<file path="src/rtl/hazard_unit.sv">
// hazard_unit: load-use and multdiv interlock for the 5-stage core.
// Decodes the F/D and D/X instructions, tracks one in-flight mul/div and drives freeze/bubble.
module hazard_unit #(
    parameter int unsigned INSN_W     = 32,
    parameter int unsigned REG_BITS   = 5,
    parameter int unsigned MD_LAT     = 32,
    parameter bit          USE_RDY    = 1'b1,
    parameter int unsigned STATUS_REG = 30
) (
    input  logic                clock,
    input  logic                reset,
    input  logic [INSN_W-1:0]   ir_fd,
    input  logic [INSN_W-1:0]   ir_dx,
    input  logic                md_rdy,
    output logic                stall,
    output logic                bubble_dx,
    output logic                md_start,
    output logic                md_busy,
    output logic [REG_BITS-1:0] md_rd
);

    localparam int unsigned RD_LSB = 22;
    localparam int unsigned RS_LSB = 17;
    localparam int unsigned RT_LSB = 12;
    localparam int unsigned AL_LSB = 2;
    localparam int unsigned CNT_W  = (MD_LAT > 1) ? $clog2(MD_LAT) : 1;

    localparam logic [CNT_W-1:0]    CNT_MAX = CNT_W'(MD_LAT - 1);
    localparam logic [REG_BITS-1:0] STATUS  = REG_BITS'(STATUS_REG);

    localparam logic [4:0] OP_RTYPE = 5'b00000;
    localparam logic [4:0] OP_J     = 5'b00001;
    localparam logic [4:0] OP_BNE   = 5'b00010;
    localparam logic [4:0] OP_JAL   = 5'b00011;
    localparam logic [4:0] OP_JR    = 5'b00100;
    localparam logic [4:0] OP_ADDI  = 5'b00101;
    localparam logic [4:0] OP_BLT   = 5'b00110;
    localparam logic [4:0] OP_SW    = 5'b00111;
    localparam logic [4:0] OP_LW    = 5'b01000;
    localparam logic [4:0] OP_SETX  = 5'b10101;
    localparam logic [4:0] OP_BEX   = 5'b10110;

    localparam logic [4:0] ALU_MUL  = 5'b00110;
    localparam logic [4:0] ALU_DIV  = 5'b00111;

    typedef enum logic {
        IDLE,
        BUSY
    } state_t;

    typedef struct packed {
        logic                src_a_v;
        logic [REG_BITS-1:0] src_a;
        logic                src_b_v;
        logic [REG_BITS-1:0] src_b;
        logic                src_b_st;
        logic                wr_v;
        logic [REG_BITS-1:0] wr;
        logic                is_load;
        logic                is_md;
    } dec_t;

    function automatic dec_t decode(input logic [INSN_W-1:0] ir);
        logic [4:0]          op;
        logic [4:0]          alu;
        logic [REG_BITS-1:0] rd;
        logic [REG_BITS-1:0] rs;
        logic [REG_BITS-1:0] rt;
        dec_t                d;
        op  = ir[INSN_W-1 -: 5];
        alu = ir[AL_LSB +: 5];
        rd  = ir[RD_LSB +: REG_BITS];
        rs  = ir[RS_LSB +: REG_BITS];
        rt  = ir[RT_LSB +: REG_BITS];
        d   = '0;
        case (op)
            OP_RTYPE: begin
                d.src_a_v = 1'b1;
                d.src_a   = rs;
                d.src_b_v = 1'b1;
                d.src_b   = rt;
                d.wr_v    = 1'b1;
                d.wr      = rd;
                d.is_md   = (alu == ALU_MUL) || (alu == ALU_DIV);
            end
            OP_ADDI: begin
                d.src_a_v = 1'b1;
                d.src_a   = rs;
                d.wr_v    = 1'b1;
                d.wr      = rd;
            end
            OP_LW: begin
                d.src_a_v = 1'b1;
                d.src_a   = rs;
                d.wr_v    = 1'b1;
                d.wr      = rd;
                d.is_load = 1'b1;
            end
            OP_SW: begin
                // store data rides the W->M bypass, so it is flagged separately from the base
                d.src_a_v  = 1'b1;
                d.src_a    = rs;
                d.src_b_v  = 1'b1;
                d.src_b    = rd;
                d.src_b_st = 1'b1;
            end
            OP_BNE, OP_BLT: begin
                d.src_a_v = 1'b1;
                d.src_a   = rd;
                d.src_b_v = 1'b1;
                d.src_b   = rs;
            end
            OP_JR: begin
                d.src_a_v = 1'b1;
                d.src_a   = rd;
            end
            OP_BEX: begin
                d.src_a_v = 1'b1;
                d.src_a   = STATUS;
            end
            OP_JAL: begin
                d.wr_v = 1'b1;
                d.wr   = '1;
            end
            OP_SETX: begin
                d.wr_v = 1'b1;
                d.wr   = STATUS;
            end
            OP_J: begin
                d = '0;
            end
            default: begin
                d = '0;
            end
        endcase
        return d;
    endfunction

    function automatic logic reads(input dec_t d, input logic [REG_BITS-1:0] r,
                                   input logic skip_st);
        return (d.src_a_v && (d.src_a == r)) ||
               (d.src_b_v && !(skip_st && d.src_b_st) && (d.src_b == r));
    endfunction

    state_t              state_q, state_d;
    logic [REG_BITS-1:0] md_rd_q, md_rd_d;
    logic [CNT_W-1:0]    cnt_q, cnt_d;

    dec_t                fd_dec;
    dec_t                dx_dec;
    logic                busy;
    logic                done;
    logic                start;
    logic                pend;
    logic [REG_BITS-1:0] pend_rd;
    logic                ld_stall;
    logic                md_conflict;
    logic                md_stall;

    assign fd_dec = decode(ir_fd);
    assign dx_dec = decode(ir_dx);

    always_comb begin
        busy    = (state_q == BUSY);
        done    = busy && (USE_RDY ? md_rdy : (cnt_q == CNT_MAX));
        start   = dx_dec.is_md && !busy && !reset;
        pend    = busy || start;
        pend_rd = start ? dx_dec.wr : md_rd_q;

        ld_stall = dx_dec.is_load && (dx_dec.wr != '0) && reads(fd_dec, dx_dec.wr, 1'b1);

        md_conflict = ((pend_rd != '0) &&
                       (reads(fd_dec, pend_rd, 1'b0) ||
                        (fd_dec.wr_v && (fd_dec.wr == pend_rd)))) ||
                      fd_dec.is_md ||
                      reads(fd_dec, STATUS, 1'b0);
        md_stall    = pend && !done && md_conflict;
    end

    always_comb begin
        state_d = state_q;
        md_rd_d = md_rd_q;
        cnt_d   = cnt_q;
        case (state_q)
            IDLE: begin
                if (start) begin
                    state_d = BUSY;
                    md_rd_d = dx_dec.wr;
                    cnt_d   = '0;
                end
            end
            BUSY: begin
                if (cnt_q != CNT_MAX) begin
                    cnt_d = cnt_q + 1'b1;
                end
                if (done) begin
                    state_d = IDLE;
                end
            end
            default: begin
                state_d = IDLE;
            end
        endcase
    end

    always_ff @(posedge clock) begin
        if (reset) begin
            state_q <= IDLE;
            md_rd_q <= '0;
            cnt_q   <= '0;
        end else begin
            state_q <= state_d;
            md_rd_q <= md_rd_d;
            cnt_q   <= cnt_d;
        end
    end

    assign stall     = !reset && (ld_stall || md_stall);
    assign bubble_dx = stall;
    assign md_start  = start;
    assign md_busy   = busy;
    assign md_rd     = md_rd_q;

endmodule

</file>
<file path="config.mk">
export PLATFORM = sky130hd
export DESIGN_NAME = hazard_unit
export DESIGN_NICKNAME = d
export VERILOG_FILES = /design/src/rtl/hazard_unit.sv
export SDC_FILE = /design/constraint.sdc
export NUM_CORES = 1
export LEC_CHECK = 0
export CORE_ASPECT_RATIO = 2
export CORE_UTILIZATION = 25
export DETAILED_ROUTE_END_ITERATION = 7
export GPL_TIMING_DRIVEN = 0
export PLACE_DENSITY_LB_ADDON = 0.12
export SLEW_MARGIN = 20
export SYNTH_ARGS = -nofsm -noshare
export SYNTH_HDL_FRONTEND = slang
export SYNTH_SLANG_ARGS = --single-unit
</file>
<file path="constraint.sdc">
create_clock -name clock -period 2.8 [get_ports clock]
set_clock_uncertainty 0.15 [all_clocks]
set_input_delay 0.28 -clock clock [delete_from_list [all_inputs] [get_ports clock]]
set_output_delay 0.28 -clock clock [all_outputs]
set_load 0.05 [all_outputs]
</file>
# --- Word level (Yosys, flattened, before mapping) ---
# Index checks and enable logic that the tools add are counted.
classes:
  eq_ne: 24
  mux: 12
  n_reduce_logical: 40
  n_bitwise: 1
op_table:
  columns: ["op", "count"]
  rows:
  - ["$pmux W6 S3", 3]
  - ["$eq A5 B3 Y1 const B", 9]
  - ["$eq A5 B5 Y1", 5]
  - ["$eq A5 B5 Y1 const B", 5]
  - ["$logic_and A1 B1 Y1", 17]
  - ["$eq A5 B2 Y1 const B", 3]
  - ["$pmux W5 S3", 1]
  - ["$eq A5 B4 Y1 const B", 2]
  - ["$logic_not A5 Y1", 2]
  - ["$logic_or A1 B1 Y1", 10]
  - ["$reduce_bool A5 Y1", 2]
  - ["$reduce_or A3 Y1", 3]
  - ["$mux W1", 6]
  - ["$mux W5", 1]
  - ["$logic_not A1 Y1", 4]
  - ["$reduce_or A4 Y1", 1]
  - ["$pmux W1 S2", 1]
  - ["$reduce_or A2 Y1", 1]
  - ["$not A1 Y1", 1]
word_totals:
  output_inout_bits: 9
  ff_bits: 6
  word_cells: 79
  in_bits: 67

# --- Depth between registers and ports, before layout ---
# Gate-level depths: netlist (run 1).
depth:
  ltp_word: 16
  depth_mapped: 11
  mapped_depth_nobuf: 8

# --- Least setup slack after synthesis (run 1) ---
# OpenSTA, ideal clock, no wires.
synth_path:
  path_type: "input to output"
  start: "input port ir_dx[31]"
  end: "output port stall"
  required_time_ns: 2.370
  cell_stages: 11
  arrival_time_ns: 3.397
  setup_slack_ns: -1.027
  cell_sequence: "buf_6 nor4_4 and4b_1 buf_6 mux2i_1 xnor2_1 nand3_1 nor4_1 a211oi_1 a21oi_1 buf_4"
synth_between:
  elab_chain_cells: 15
  word_cells_on_any_way: 37
  classes_between: "9 x eq/ne; 4 x mux; 24 x reduce/logical"
synth_lines:
  columns: ["element", "line_no", "rtl"]
  rows:
  - ["start, declared", "13", "input logic [INSN_W-1:0] ir_dx,"]
  - ["$logic_not A5 Y1 *", "76", "case (op)"]
  - ["$mux W1 *", "76", null]
  - ["$logic_and A1 B1 Y1 * (2 in a row)", "166", "start = dx_dec.is_md && !busy && !reset;"]
  - ["net md_start", "17", "output logic md_start,"]
  - ["$mux W5", null, null]
  - ["$eq A5 B5 Y1 (on tied branches)", "141, 142", null]
  - ["$logic_and A1 B1 Y1 (on tied branches)", "141, 142", null]
  - ["$logic_or A1 B1 Y1", "141", "return (d.src_a_v && (d.src_a == r)) ||"]
  - ["$logic_or A1 B1 Y1", "173", "(reads(fd_dec, pend_rd, 1'b0) ||"]
  - ["$logic_and A1 B1 Y1", "172", "md_conflict = ((pend_rd != '0) &&"]
  - ["$logic_or A1 B1 Y1", "174", "(fd_dec.wr_v && (fd_dec.wr == pend_rd)))) ||"]
  - ["$logic_or A1 B1 Y1", "175", "fd_dec.is_md ||"]
  - ["$logic_and A1 B1 Y1 *", "177", "md_stall = pend && !done && md_conflict;"]
  - ["$logic_or A1 B1 Y1 *", "218", "assign stall = !reset && (ld_stall || md_stall);"]
  - ["$logic_and A1 B1 Y1 *", "218", null]
  - ["end, declared", "15", "output logic stall,"]
# The timed path passes the listed nets; every way through them passes the cells marked *.

# --- Worst setup path after layout (run 1) ---
layout_path:
  start: "input port ir_fd[27]"
  end: "output port stall"
layout_between:
  elab_chain_cells: 13
  word_cells_on_any_way: 46
  classes_between: "16 x eq/ne; 5 x mux; 25 x reduce/logical"
layout_lines:
  columns: ["element", "line_no", "rtl"]
  rows:
  - ["start, declared", "12", "input logic [INSN_W-1:0] ir_fd,"]
  - ["$eq A5 B3 Y1, or another cell as far along", "76", null]
  - ["$reduce_or A4 Y1 (no source line), or another cell as far along", null, null]
  - ["$pmux W6 S3", "76", null]
  - ["$eq A5 B5 Y1 (on tied branches)", "141, 142", null]
  - ["$logic_and A1 B1 Y1 (on tied branches)", "141, 142", null]
  - ["$logic_or A1 B1 Y1", "141", null]
  - ["$logic_or A1 B1 Y1", "173", null]
  - ["$logic_and A1 B1 Y1", "172", null]
  - ["$logic_or A1 B1 Y1", "174", null]
  - ["$logic_or A1 B1 Y1", "175", null]
  - ["$logic_and A1 B1 Y1", "177", null]
  - ["$logic_or A1 B1 Y1 *", "218", null]
  - ["$logic_and A1 B1 Y1 *", "218", null]
# Mark *: on every way between the ends. The rest lies on a longest branch, timed or not.

==> PnR_summary.wiki, run 1 <==
{| class="wikitable"
! Metric !! Value
|-
| Switching component of the power || 0.148 mW
|-
| Number of top-level design ports || 76
|-
| Ordered list of cells on the worst path || buf_2 > or3_4 > a21oi_4 > a221oi_4 > or4_4 > o21ai_2 > o41ai_2 > a21oi_4 > buf_6 > buf_8
|-
| Core region area || 4690 um2
|-
| Worst Setup End Kind || output port
|-
| Data arrival time of the critical path || around 2700 ps
|-
| Top cells by area, synth || dfxtp_1, xnor2_1, xor2_1, nor2_1, a22o_1
|-
| Final Hold Vio Count || 0
|-
| Clock power frac || between 20% and 30%
|-
| Die boundary width || between 50 and 60 um
|-
| DR vias || 1,565
|-
| Overall routing resource usage || between 10% and 20%
|-
| Number of port buffers || 47
|-
| Worst slack on hold paths || ~390 ps
|-
| Switching share of power || between 30% and 40%
|-
| Prevailing post-synth register cell || dfxtp_1
|-
| Final Instance Count excl. Fillers || about 290
|-
| Total leakage power || around 0.86 nW
|-
| Cell with the largest stage delay on the worst path || or4_4
|-
| Latest clock arrival within the worst-skew pair || 230 ps
|-
| Placed insts || ~260
|-
| Detailed-router iteration count before antenna repair || 6
|-
| Level count of the clock H-tree || 1
|-
| Initial antenna violation count || 0
|-
| Inserted Clock Buffers || 3
|-
| Internal power of the cells || 0.292 mW
|-
| Deepest clock path buffer count || 2
|-
| Number of rows created at floorplan || 35
|-
| Final min period || 3120 ps
|-
| Starting DRT DRC Count || 7
|-
| TNS Setup || -614 ps
|-
| Global route overflow || 0
|-
| EDFF count, synth || 0
|-
| Cell at the root of the clock tree || clkbuf_8
|-
| Worst-case setup margin in the final layout || -321 ps
|-
| Yosys cell types || 50
|-
| Wire length reported by the detailed router || 4810 um
|-
| Post-route standard cell area excluding fillers || ~2300 um2
|-
| Top cell types by occurrence after synthesis || nor2_1, xnor2_1, xor2_1
|-
| Wire length of the first global-routing pass || ~7400 um
|-
| Fmax || between 0.3 and 0.4 GHz
|-
| Crit path required time || about 2400 ps
|-
| Detail-routed net length per standard cell || ~17 um
|-
| Mapped Nets || 228
|-
| Share of the core filled with cells in the final layout || approximately half
|-
| Comb power frac || 50.7%
|-
| Class of the tightest hold or removal check || in -> reg
|-
| Sequential-to-total area share from yosys stat || 9.71%
|-
| Detailed placer's ending HPWL || between 3000 and 4000 um
|-
| Slew at the pin closest to its max-slew limit || roughly 510 ps
|-
| Per-cell via count in the routed design || 5.49
|-
| Placement-stage worst setup slack || -1930 ps
|-
| Netlist Area Pre-Place || between 1000 and 1500 um2
|-
| Maximum VDD drop || 0.0957 mV
|-
| Share of post-route cells with drive strength above 1 || between 30% and 40%
|-
| Mean post-synth cell area || just under 8 um2
|-
| Crit path largest cell delay || between 500 and 600 ps
|-
| Final-layout fill cell count || about 450
|-
| Pin count of the biggest net entering global routing || 11
|-
| Overall power consumption || between 0.4 and 0.5 mW
|-
| Count of unresolved DRC violations after routing || 0
|-
| Area growth, synth to finish || 86.5%
|-
| Final GP Congestion || between 0.7 and 0.8
|-
| Most common cell type on the critical path || a21oi_4
|-
| Async S/R FF share, synth || 0%
|-
| Total cell area at the placement stage || around 1800 um2
|-
| DIE AREA || around 5300 um2
|-
| Sink Count || 6
|-
| Portion of synthesized cell area occupied by the leading cell type || about a tenth
|-
| Period utilisation layout || 111%
|-
| Post-layout net count || about 300
|-
| Result of the run || finished, violations left
|-
| Height of the die || 101 um
|-
| Clock-pin slew on the worst setup and hold paths || roughly 30 ps
|-
| Setup Crit Path Kind || in -> out
|-
| Unrepaired setup endpoints after global routing || yes
|-
| Areal power density over the cells || ~190 nW/um2
|-
| Vias in the first global route || roughly 1,600
|-
| Most frequent cell after synthesis || nor2_1
|-
| Violated checks || negative setup slack
|-
| Max Fanout on Critical Path || 9
|-
| Number of warnings issued by yosys || 0
|-
| Gate Count Post-Synth || 161
|-
| # setup viols final || 2
|-
| Remaining antenna violation count || 0
|-
| Worst Setup Start Kind || primary input
|-
| CTS tree || done
|-
| Number of pins exceeding their max-slew limit in the final report || 0
|-
| Relative max-transition margin || between 60% and 70%
|-
| Starting density of the core || a little over a quarter
|-
| Number of synthesized register bits || 6
|-
| Cell type with the highest aggregate area in the netlist || dfxtp_1
|-
| Sequential Power Share || 19.6%
|-
| Final antenna diode count || 0
|-
| Number of max-capacitance violations reported || 0
|}
worst paths after layout:
| kind | from | to | slack, ps | cells past startpoint |
|---|---|---|---|---|
| worst max register to register | md_busy | md_rd[0] | 1150 | 6 |
| worst min register to register | md_busy | md_busy | 390 | 2 |
| worst min-delay path | reset | md_rd[2] | 390 | 2 |
| worst max-delay path | ir_fd[27] | stall | -320 | 10 |
cells in the final DEF, fill, tap and decap left out, types with 2 or more instances in the layout:
master / instances
nand2b_1: 2
nand4_1: 2
clkdlybuf4s50_1: 29
and2_1: 5
nor3_1: 4
a21oi_2: 2
a21oi_4: 4
nor2b_1: 3
buf_4: 20
nor4_2: 4
xnor2_1: 10
or3b_2: 4
buf_6: 4
buf_12: 4
nand3b_1: 3
dfxtp_1: 6
nand3_1: 3
buf_2: 8
nand2_1: 4
a221oi_4: 5
mux2i_4: 4
inv_1: 2
xor2_1: 10
a221o_1: 4
clkbuf_8: 3
a21oi_1: 4
o21ai_0: 6
or3_4: 2
mux2_4: 2
nor4bb_1: 2
o21ai_2: 2
nor2_1: 20
a22o_1: 5
a211oi_2: 2
dlygate4sd2_1: 6
state kept, by name, summed over array words and instances, names as in the netlist:
signal / count
md_rd: 5
md_busy: 1
final cells by class:
class | instances | area [um2] | area share (%)
multi-input cells | 145 | 1380 | 59.9
well taps | 55 | 68.8 | 2.98
plain buffers | 7 | 83.8 | 3.63
repair buffers | 67 | 604 | 26.2
inverters | 2 | 7.51 | 0.325
clock buffers | 3 | 41.3 | 1.79
flip-flops and latches | 6 | 120 | 5.21
routing by layer:
layer / track usage, % / wire length [um]
met1: 16.3 / 1550
met2: 38.4 / 2760
met3: 1.65 / 209
met4: 13.1 / 299
met5: 0 / 0
power by group through the flow:
stage,Clock (mW),Sequential (mW),Combinational [mW]
floorplan,0,0.0875,0.0863
global placement,0,0.0873,0.174
detailed placement,0,0.0873,0.178
CTS,0.132,0.0861,0.212
global route,0.140,0.0860,0.239
finish,0.131,0.0861,0.223
critical path, delay by kind of cell:
family	cells	cell delay, ps
buf+inv	3	410
compound gates	5	1010
simple gates	2	980
kinds of logic (layout without fill, tap and decap cells):
group	after synthesis	in the layout	share of synthesized area, %
DFF	6	6	9.71
xor gates and xnor gates	21	21	14.9
and+or+nand+nor	73	73	37.0
muxes	8	8	7.68
buffers and inverters	10	79	4.85
AOI/OAI and AO/OA	43	43	25.9
repair_timing:
action	4_1_cts	5_1_grt
cloned	0	0
hold buffers	0	0
setup endpoints to repair	3	2
resized for setup	106	10
pin swaps	21	10
setup buffers	18	3
No activity file was read; power rests on OpenSTA's default activity.
==> inputs of run 2 (changes only) <==
--- a/config.mk
+++ b/config.mk
@@ -10,6 +10,7 @@
 export DETAILED_ROUTE_END_ITERATION = 7
 export GPL_TIMING_DRIVEN = 0
 export PLACE_DENSITY_LB_ADDON = 0.12
+export REMOVE_ABC_BUFFERS = 1
 export SLEW_MARGIN = 20
 export SYNTH_ARGS = -nofsm -noshare
 export SYNTH_HDL_FRONTEND = slang
==> PnR_summary.wiki, run 2 (synthesis gave the netlist of run 1 again) <==
{| class="wikitable"
! Metric !! Value
|-
| Vias in the first global route || 1,549 (-3.6%)
|-
| Final Instance Count excl. Fillers || 287 (+0.70%)
|-
| Number of pins exceeding their max-slew limit in the final report || 0 (unchanged)
|-
| Final antenna diode count || 0 (unchanged)
|-
| Worst Min Path Start || reset
|-
| DR vias || 1,572 (+0.45%)
|-
| Total leakage power || 0.868 nW (+0.76%)
|-
| Area growth, synth to finish || 85.7%
|-
| Remaining antenna violation count || 0 (unchanged)
|-
| Final-layout fill cell count || 454 (+2.0%)
|-
| Most common cell after layout, fill and taps aside || clkdlybuf4s50_1
|-
| Detailed placer's ending HPWL || 3620 um (+0.59%)
|-
| Max Fanout on Critical Path || 12 (+3)
|-
| Count of unresolved DRC violations after routing || 0 (unchanged)
|-
| # setup viols final || 2 (unchanged)
|-
| Wire length reported by the detailed router || 4780 um (-0.73%)
|-
| Global route overflow || 0 (unchanged)
|-
| Maximum VDD drop || 0.110 mV (+15%)
|-
| Violated checks || negative setup slack
|-
| Final GP Congestion || 0.761 (+0.65%)
|-
| Worst Setup Start Kind || primary input
|-
| Areal power density over the cells || 187 nW/um2 (-2.0%)
|-
| Class of the tightest hold or removal check || in -> reg
|-
| Latest clock arrival within the worst-skew pair || 220 ps (about the same)
|-
| Crit path launch || ir_fd[29]
|-
| Setup Crit Path Kind || in -> out
|-
| Fmax || 0.328 GHz (+2.3%)
|-
| Per-cell via count in the routed design || 5.48 (-0.25%)
|-
| Number of flip-flops in the largest register || 5 (unchanged)
|-
| Number of port buffers || 49 (+4.3%)
|-
| CTS tree || done
|-
| Clock-pin slew on the worst setup and hold paths || 40 ps (about the same)
|-
| Wire length of the first global-routing pass || 7000 um (-5.9%)
|-
| Worst slack on hold paths || 388 ps (-3.63 ps)
|-
| Share of the core filled with cells in the final layout || 49.1% (-0.19 points)
|-
| Worst Setup End Kind || output port
|-
| Period utilisation layout || 109% (-2.5 points)
|-
| Final min period || 3050 ps (-69.9 ps)
|-
| Commonest cells after routing, fill and taps aside || clkdlybuf4s50_1, buf_4, nor2_1
|-
| Post-layout net count || 301 (+0.67%)
|-
| Final Hold Vio Count || 0 (unchanged)
|-
| Cts-stage hold buffer count || 0 (unchanged)
|-
| Detail-routed net length per standard cell || 16.7 um (-1.4%)
|-
| Initial antenna violation count || 0 (unchanged)
|-
| Slack of the worst reg-to-reg path || 1020 ps (-130 ps)
|-
| Sink Count || 6 (unchanged)
|-
| Overall routing resource usage || 17.7% (-1.4 points)
|-
| Level count of the clock H-tree || 1 (unchanged)
|-
| Result of the run || finished, violations left
|-
| Unrepaired setup endpoints after global routing || yes
|-
| Number of top-level design ports || 76 (unchanged)
|-
| Placed insts || 257 (-2.3%)
|-
| Starting DRT DRC Count || 19 (+12)
|-
| CP endpoint || stall
|-
| Multi-input gate area || 1350 um2 (-2.5%)
|-
| Pin count of the biggest net entering global routing || 13 (+2)
|-
| Worst Reg-to-Reg Cells || 7 (+1)
|-
| Die boundary width || 51.8 um (unchanged)
|-
| Detailed-router iteration count before antenna repair || 4 (-2)
|-
| Number of rows created at floorplan || 35 (unchanged)
|-
| DIE AREA || 5250 um2 (unchanged)
|-
| Height of the die || 101 um (unchanged)
|-
| Cell at the root of the clock tree || clkbuf_8
|-
| Critical R2R Launch || md_busy
|-
| Relative max-transition margin || 61.6% (-4.0 points)
|-
| Worst reg2reg endpoint || md_rd[1]
|-
| Starting density of the core || 26.4% (unchanged)
|-
| Number of max-capacitance violations reported || 0 (unchanged)
|-
| Slew at the pin closest to its max-slew limit || 572 ps (+59.6 ps)
|-
| Data arrival time of the critical path || 2620 ps (-70 ps)
|-
| Core region area || 4690 um2 (unchanged)
|-
| Worst-case setup margin in the final layout || -251 ps (+69.9 ps)
|-
| Deepest clock path buffer count || 2 (unchanged)
|-
| Inserted Clock Buffers || 3 (unchanged)
|-
| Crit path required time || 2370 ps (about the same)
|-
| Overall power consumption || 0.430 mW (-2.4%)
|-
| Area taken by flip-flops and latches || 120 um2 (unchanged)
|-
| Share of post-route cells with drive strength above 1 || 40.5% (+1.4 points)
|-
| TNS Setup || -501 ps (+113 ps)
|}
run 2: cell types whose count changed in the layout (fill, tap and decap cells not counted), sizes merged:
cell,delta
buf,+3
clkdlybuf4s50,+3
dlygate4sd2,-3
clkbuf,-1
run 2: through the flow:
stage	cell area [um2]	setup slack, ps
finish	2300	-251
floorplan	1180	-1630
CTS	2010	-298
global placement	1740	-1870
global route	2300	-345
detailed placement	1740	-1920
run 2: how the worst min path moves through the flow:
stage | to | depth (start not counted)
3_3_place_gp | md_busy | 2
5_1_grt | md_rd[4] | 2
2_1_floorplan | md_rd[0] | 1
6_report | md_rd[2] | 2
4_1_cts | md_rd[1] | 2
3_5_place_dp | md_busy | 2
run 2: cell type report:
type / count / share of cell area (%)
inverter: 2 / 0.327
tap: 55 / 2.99
multi-input combinational: 145 / 58.6
sequential: 6 / 5.23
timing repair buffer: 76 / 31.1
clock buffer: 3 / 1.80
run 2: critical path, cell delays in order:
cell	delay (ps)
clkdlybuf4s15_2	270
or3_1	390
a21oi_4	180
buf_12	140
a22o_1	280
xor2_1	200
nor3_2	70
a22o_1	240
a311oi_2	280
a21oi_2	120
buf_6	160
run 2: routing by layer:
layer  routed length (um)  GRT usage [%]  part of all wire, %  vias to the layer above
met1                 1530           14.8                   32                      758
li1                     -              -                    -                      756
met5                    0              0                    0                        -
met4                  154           8.11                  3.2                        0
met2                 2920           38.3                   61                       50
met3                  178           1.05                  3.7                        8
run 2: power breakdown:
group | total, mW | switching (mW) | internal (mW) | leakage [nW]
clock network | 0.127 | 0.0348 | 0.0922 | 0.0216
logic | 0.217 | 0.104 | 0.113 | 0.798
registers | 0.0861 | 0.0000493 | 0.0860 | 0.0483
run 2: what timing repair did:
| action | CTS | global route |
|---|---|---|
| endpoints found under the setup margin | 3 | 2 |
| resized for setup | 102 | 33 |
| gates cloned | 0 | 0 |
| pin swaps | 16 | 16 |
| hold endpoints to repair | 0 | 0 |
| setup buffers | 15 | 12 |
